## config.mk

```make
export PLATFORM = sky130hd
export DESIGN_NAME = sar_adc_controller
export DESIGN_NICKNAME = d
export VERILOG_FILES = /design/src/rtl/sar_adc_controller_pkg.sv /design/src/rtl/sar_adc_controller_cycle_timer.sv /design/src/rtl/sar_adc_controller.sv
export SDC_FILE = /design/constraint.sdc
export NUM_CORES = 1
export LEC_CHECK = 0
export BUFFER_PORTS_ARGS = -buffer_cell sky130_fd_sc_hd__buf_2
export CAP_MARGIN = 40
export CORE_MARGIN = 1
export CORE_UTILIZATION = 50
export CTS_BUF_LIST = sky130_fd_sc_hd__clkbuf_16
export DETAILED_ROUTE_END_ITERATION = 10
export PLACE_DENSITY = 0.7
export SLEW_MARGIN = 20
export SYNTH_ARGS = -nofsm -noshare
export SYNTH_HDL_FRONTEND = slang
export SYNTH_HIERARCHICAL = 1
export SYNTH_SLANG_ARGS = --single-unit
```

## constraint.sdc

```tcl
create_clock -name i_clk -period 1.75 [get_ports i_clk]
set_input_delay 0.0875 -clock i_clk [delete_from_list [all_inputs] [get_ports i_clk]]
set_output_delay 0.0875 -clock i_clk [all_outputs]
set_load 0.005 [all_outputs]
```

## src/rtl/sar_adc_controller_pkg.sv

```systemverilog
// Shared types and defaults for the SAR ADC controller and its bench model.
package sar_pkg;

    typedef enum logic [1:0] {
        IDLE   = 2'd0,
        SAMPLE = 2'd1,
        TRIAL  = 2'd2,
        DONE   = 2'd3
    } sar_state_t;

    localparam int SAR_N_BITS         = 8;
    localparam int SAR_SAMPLE_CYCLES  = 4;
    localparam int SAR_SETTLE_CYCLES  = 1;

    // Counter width able to hold v, never narrower than one bit.
    function automatic int sar_width_for(input int v);
        return (v < 2) ? 1 : $clog2(v + 1);
    endfunction

endpackage

```

## src/rtl/sar_adc_controller_cycle_timer.sv

```systemverilog
// Loadable down-counter with a zero flag; times both the track window and
// the per-bit DAC settle window.
module sar_cycle_timer #(
    parameter int W = 2
) (
    input  logic         i_clk,
    input  logic         i_rst,
    input  logic         i_load,
    input  logic [W-1:0] i_load_val,
    output logic         o_zero
);

    logic [W-1:0] r_count;

    // Load takes priority; otherwise count down and park at zero.
    always_ff @(posedge i_clk or posedge i_rst) begin
        if (i_rst) begin
            r_count <= '0;
        end else if (i_load) begin
            r_count <= i_load_val;
        end else if (r_count != '0) begin
            r_count <= r_count - W'(1);
        end
    end

    assign o_zero = (r_count == '0);

endmodule

```

## src/rtl/sar_adc_controller.sv

```systemverilog
// SAR ADC sequencer: track/hold control, MSB-first binary search on the
// capacitive DAC code, result capture with a one-cycle done strobe.
//
// state  | meaning
// IDLE   | waiting for start; S&H in hold, DAC code zero
// SAMPLE | S&H tracking for SAMPLE_CYCLES cycles
// TRIAL  | one trial bit on the DAC, settling, then comparator decision
// DONE   | one cycle; result valid, done high
module sar_adc_controller
    import sar_pkg::*;
#(
    parameter int N_BITS        = SAR_N_BITS,
    parameter int SAMPLE_CYCLES = SAR_SAMPLE_CYCLES,
    parameter int SETTLE_CYCLES = SAR_SETTLE_CYCLES
) (
    input  logic              i_clk,
    input  logic              i_rst,
    input  logic              i_start,
    input  logic              i_cont_mode,
    input  logic              i_abort,
    input  logic              i_comp_in,
    output logic              o_sh_sample,
    output logic [N_BITS-1:0] o_dac_code,
    output logic              o_busy,
    output logic              o_done,
    output logic [N_BITS-1:0] o_result,
    output logic              o_overrun
);

    localparam int TMAX = (SAMPLE_CYCLES - 1 > SETTLE_CYCLES) ? SAMPLE_CYCLES - 1 : SETTLE_CYCLES;
    localparam int TW   = sar_width_for(TMAX);
    localparam int KW   = sar_width_for(N_BITS - 1);
    localparam logic [N_BITS-1:0] ONE_CODE = N_BITS'(1);
    localparam logic [N_BITS-1:0] MSB_CODE = ONE_CODE << (N_BITS - 1);

    sar_state_t        r_state;
    logic              r_sh_sample;
    logic [N_BITS-1:0] r_dac_code;
    logic              r_busy;
    logic              r_done;
    logic [N_BITS-1:0] r_result;
    logic              r_overrun;
    logic [KW-1:0]     r_bit_idx;

    logic              w_tmr_load;
    logic [TW-1:0]     w_tmr_val;
    logic              w_tmr_zero;
    logic [N_BITS-1:0] w_bit_mask;
    logic [N_BITS-1:0] w_decided;
    logic [N_BITS-1:0] w_trial_next;

    sar_cycle_timer #(.W(TW)) u_timer (
        .i_clk      (i_clk),
        .i_rst      (i_rst),
        .i_load     (w_tmr_load),
        .i_load_val (w_tmr_val),
        .o_zero     (w_tmr_zero)
    );

    // Current bit decision and the next trial code (next lower bit set).
    always_comb begin
        w_bit_mask   = ONE_CODE << r_bit_idx;
        w_decided    = i_comp_in ? r_dac_code : (r_dac_code & ~w_bit_mask);
        w_trial_next = w_decided | (w_bit_mask >> 1);
    end

    // Timer reload whenever a new track or settle window begins.
    always_comb begin
        w_tmr_load = 1'b0;
        w_tmr_val  = TW'(SAMPLE_CYCLES - 1);
        case (r_state)
            IDLE:   w_tmr_load = i_start;
            SAMPLE: begin
                w_tmr_load = !i_abort && w_tmr_zero;
                w_tmr_val  = TW'(SETTLE_CYCLES);
            end
            TRIAL:  begin
                w_tmr_load = !i_abort && w_tmr_zero && (r_bit_idx != '0);
                w_tmr_val  = TW'(SETTLE_CYCLES);
            end
            DONE:   w_tmr_load = i_cont_mode || i_start;
            default: w_tmr_load = 1'b0;
        endcase
    end

    // Sequencer FSM with registered outputs.
    always_ff @(posedge i_clk or posedge i_rst) begin
        if (i_rst) begin
            r_state     <= IDLE;
            r_sh_sample <= 1'b0;
            r_dac_code  <= '0;
            r_busy      <= 1'b0;
            r_done      <= 1'b0;
            r_result    <= '0;
            r_overrun   <= 1'b0;
            r_bit_idx   <= '0;
        end else begin
            r_done <= 1'b0;
            // A start while a conversion is still running is lost; flag it.
            if ((r_state == SAMPLE || r_state == TRIAL) && i_start) begin
                r_overrun <= 1'b1;
            end
            case (r_state)
                IDLE: begin
                    if (i_start) begin
                        r_state     <= SAMPLE;
                        r_sh_sample <= 1'b1;
                        r_busy      <= 1'b1;
                        r_dac_code  <= '0;
                    end
                end
                SAMPLE: begin
                    if (i_abort) begin
                        r_state     <= IDLE;
                        r_sh_sample <= 1'b0;
                        r_dac_code  <= '0;
                        r_busy      <= 1'b0;
                    end else if (w_tmr_zero) begin
                        r_state     <= TRIAL;
                        r_sh_sample <= 1'b0;
                        r_bit_idx   <= KW'(N_BITS - 1);
                        r_dac_code  <= MSB_CODE;
                    end
                end
                TRIAL: begin
                    if (i_abort) begin
                        r_state     <= IDLE;
                        r_dac_code  <= '0;
                        r_busy      <= 1'b0;
                    end else if (w_tmr_zero) begin
                        if (r_bit_idx != '0) begin
                            r_dac_code <= w_trial_next;
                            r_bit_idx  <= r_bit_idx - KW'(1);
                        end else begin
                            r_state    <= DONE;
                            r_dac_code <= w_decided;
                            r_result   <= w_decided;
                            r_done     <= 1'b1;
                        end
                    end
                end
                DONE: begin
                    r_dac_code <= '0;
                    if (i_cont_mode || i_start) begin
                        r_state     <= SAMPLE;
                        r_sh_sample <= 1'b1;
                    end else begin
                        r_state <= IDLE;
                        r_busy  <= 1'b0;
                    end
                end
                default: begin
                    r_state <= IDLE;
                    r_busy  <= 1'b0;
                end
            endcase
        end
    end

    assign o_sh_sample = r_sh_sample;
    assign o_dac_code  = r_dac_code;
    assign o_busy      = r_busy;
    assign o_done      = r_done;
    assign o_result    = r_result;
    assign o_overrun   = r_overrun;

endmodule

```

==> results.toml <==
[min_path]
hold_start = "i_start"
min_path_type = "input port to register"
holdPathEnd = "o_overrun$_DFFE_PP0P_"
hold_depth = 2

[worst_setup_path]
reg2reg_from = "r_state[0]$_DFFE_PP0P_"
rr_endpoint = "r_state[0]$_DFFE_PP0P_"
cp-end-kind = "register"
rrSetupSlack_ns = 0.05
path_max_fanout = 6
worstSetupPathType = "register to register"
reg2reg_depth = 5
startpoint_type = "register"
cp.arrival_ns = 1.85
cp.required_ns = 1.89

[place]
dp_hpwl_um = 2620
place_inst = 234
pre_cts_ws_ns = -0.120
gp_congestion = 0.767
io_buffers = 25

[drt]
vias_per_cell = 5.50
via_count = 1341
firstDrtPassIters = 4
wirelength_um = 3580
wl_per_cell_um = 14.7
drt_iter0_drc = 61
final_antenna_net_count = 0
route.detailed.drc = 0

[timing]
fin_crit_sh_pct = 97.3
period_minus_slack_ns = 1.70
fin_skew_ns = 0.00573
max_freq_mhz = 587
holdWs_ns = 0.156
slew_violations = 0
rsz0062_at_grt = "yes"
setup_violations = 0
final-hold-violation-count = 0
setup_ws_ns = 0.0475

[global_route]
grt_first_pass_wirelength_um = 5940
track_usage_pct = 22.1
first_global_vias = 1351
grt_start_max_net_pins = 26
grt_overflow_total = 0
antenna_found_initial = 0

[clock_tree]
ctsRootBufferMaster = "clkbuf_16"
cts_buffers = 3
cts_buffer_depth = 2
htree_levels = 1
clkTransAtPathRegs_ns = 0.07
clk_latency_ns = 0.26
tritoncts = "yes"
cts.sinks = 27

[floorplanning]
ios = 26
core_um2 = 3100
fp.dieW_um = 59.8
start_util_pct = 53.8
die_area_um2 = 3570
num_rows = 20
die_h_um = 59.8

[synthesis]
synth_commonest_cells = "27 x dfrtp_1, 19 x inv_1, 11 x ha_1"
syn_inst = 158
ys_seq_area_share_pct = 40.5
ys_types = 47
syn_area_um2 = 1670
yosys_warnings = 6
yosys_register_bits = 27
yosys.cell_count.top_type = "dfrtp_1"
synth_area_leader_cell = "dfrtp_1"
synth.top_cell.area_share_pct = 40.5
syn_area_per_cell_um2 = 10.6
synth_flop_cell = "dfrtp_1"
ys_async_sr_fraction_pct = 100
syn_nets = 175
synth_edf_count = 0
yosys-top-cells-area = "dfrtp_1 41%, ha_1 8.3%, mux2i_1 4.8%"

[pwr]
ir_drop_mv = 0.777
power_density_nw_per_um2 = 1430
p_leak_nw = 0.988

[flow_run]
maxCapViolations = 0

[run_status]
outcome = "completed"

[cells_and_area]
drive_gt1_share_pct = 32.0
area_growth_pct = 24.2
diodes = 0
fin_util_pct = 66.8
nets = 218
layoutNonFillerInstCount = 244
[flip-flops by register name, indices dropped and copies added (netlist names)]
signal	flops
o_sh_sample	1
o_busy	1
o_overrun	1
r_bit_idx	3
o_dac_code	8
o_done	1
r_state	2
o_result	8
u_timer/r_count	2
[stage by stage]
step	cell area, um2	power [mW]	TNS, ns
2_1_floorplan	1670	1.86	0
3_3_place_gp	1900	2.24	-0.00807
5_1_grt	2070	3.17	-0.0110
6_report	2070	2.96	0
3_5_place_dp	1900	2.30	-0.237
4_1_cts	2010	2.86	0
[cells by family (layout without fill, tap and decap cells)]
| family | after synthesis | in the layout | share of synthesized area [%] |
|---|---|---|---|
| simple gates | 42 | 42 | 15.7 |
| compound gates | 39 | 39 | 20.3 |
| flops | 27 | 27 | 40.5 |
| buf+inv | 26 | 68 | 7.28 |
| fa+ha+maj | 11 | 11 | 8.25 |
| mux | 11 | 11 | 7.28 |
| other cells | 1 | 1 | 0.225 |
| xor+xnor | 1 | 1 | 0.525 |
[worst max path at each step]
| stage | from | to | slack, ns | cells past startpoint |
|---|---|---|---|---|
| 3_5_place_dp | r_state[0]$_DFFE_PP0P_ | u_timer/r_count[0]$_DFFE_PP0P_ | -0.12 | 6 |
| 4_1_cts | r_state[0]$_DFFE_PP0P_ | o_dac_code[7]$_DFFE_PP0P_ | 0.02 | 6 |
| 6_report | r_state[0]$_DFFE_PP0P_ | r_state[0]$_DFFE_PP0P_ | 0.05 | 5 |
| 5_1_grt | r_state[1]$_DFFE_PP0P_ | u_timer/r_count[0]$_DFFE_PP0P_ | -0.007 | 6 |
| 3_3_place_gp | r_state[0]$_DFFE_PP0P_ | u_timer/r_count[0]$_DFFE_PP0P_ | -0.008 | 6 |
| 2_1_floorplan | u_timer/r_count[1]$_DFFE_PP0P_ | u_timer/r_count[0]$_DFFE_PP0P_ | 0.06 | 6 |
[power breakdown]
group,switching (mW),leakage (nW),total [mW],internal [mW]
Clock,0.206,0.0423,0.512,0.306
Sequential,0.0985,0.316,0.863,0.765
Combinational,0.854,0.629,1.58,0.730
[critical path, stage by stage, from the launching register on]
cell and delay (ns):
dfrtp_1 0.40, inv_2 0.08, ha_1 0.23, nor2b_4 0.17
or4b_1 0.50, o22a_1 0.21
[layout make-up]
type / instances / area [um2]
fill: 251 / 1030
multi-input combinational: 105 / 913
sequential: 27 / 676
timing repair buffer: 45 / 278
clock buffer: 3 / 75.1
inverter: 19 / 71.3
tap: 44 / 55.1
clock inverter: 1 / 3.75
[cell usage in the layout, fill, tap and decap left out, types with 4 or more instances in the layout]
cell type,count
inv_1,19
dfrtp_1,27
buf_2,25
nor3b_1,4
nor2b_1,5
o2bb2ai_1,5
buf_4,19
nand3b_1,7
nand2_1,9
ha_1,7
nor2_1,5
mux2i_1,8
[metal layers]
metal | GRT usage (%) | share of wire, % | vias up
met5 | 0 | 0 | -
met4 | 8.97 | 1.2 | 0
met3 | 3.68 | 4.1 | 6
met2 | 36.7 | 49 | 37
met1 | 28.4 | 45 | 644
li1 | - | - | 654
[timing repair]
action,in CTS,in global routing
pin swaps,1,1
hold endpoints to repair,27,0
endpoints found under the setup margin,8,18
hold buffers,1,0
buffers inserted,1,4
resized for setup,2,10
(Power assumes the default switching activity.)
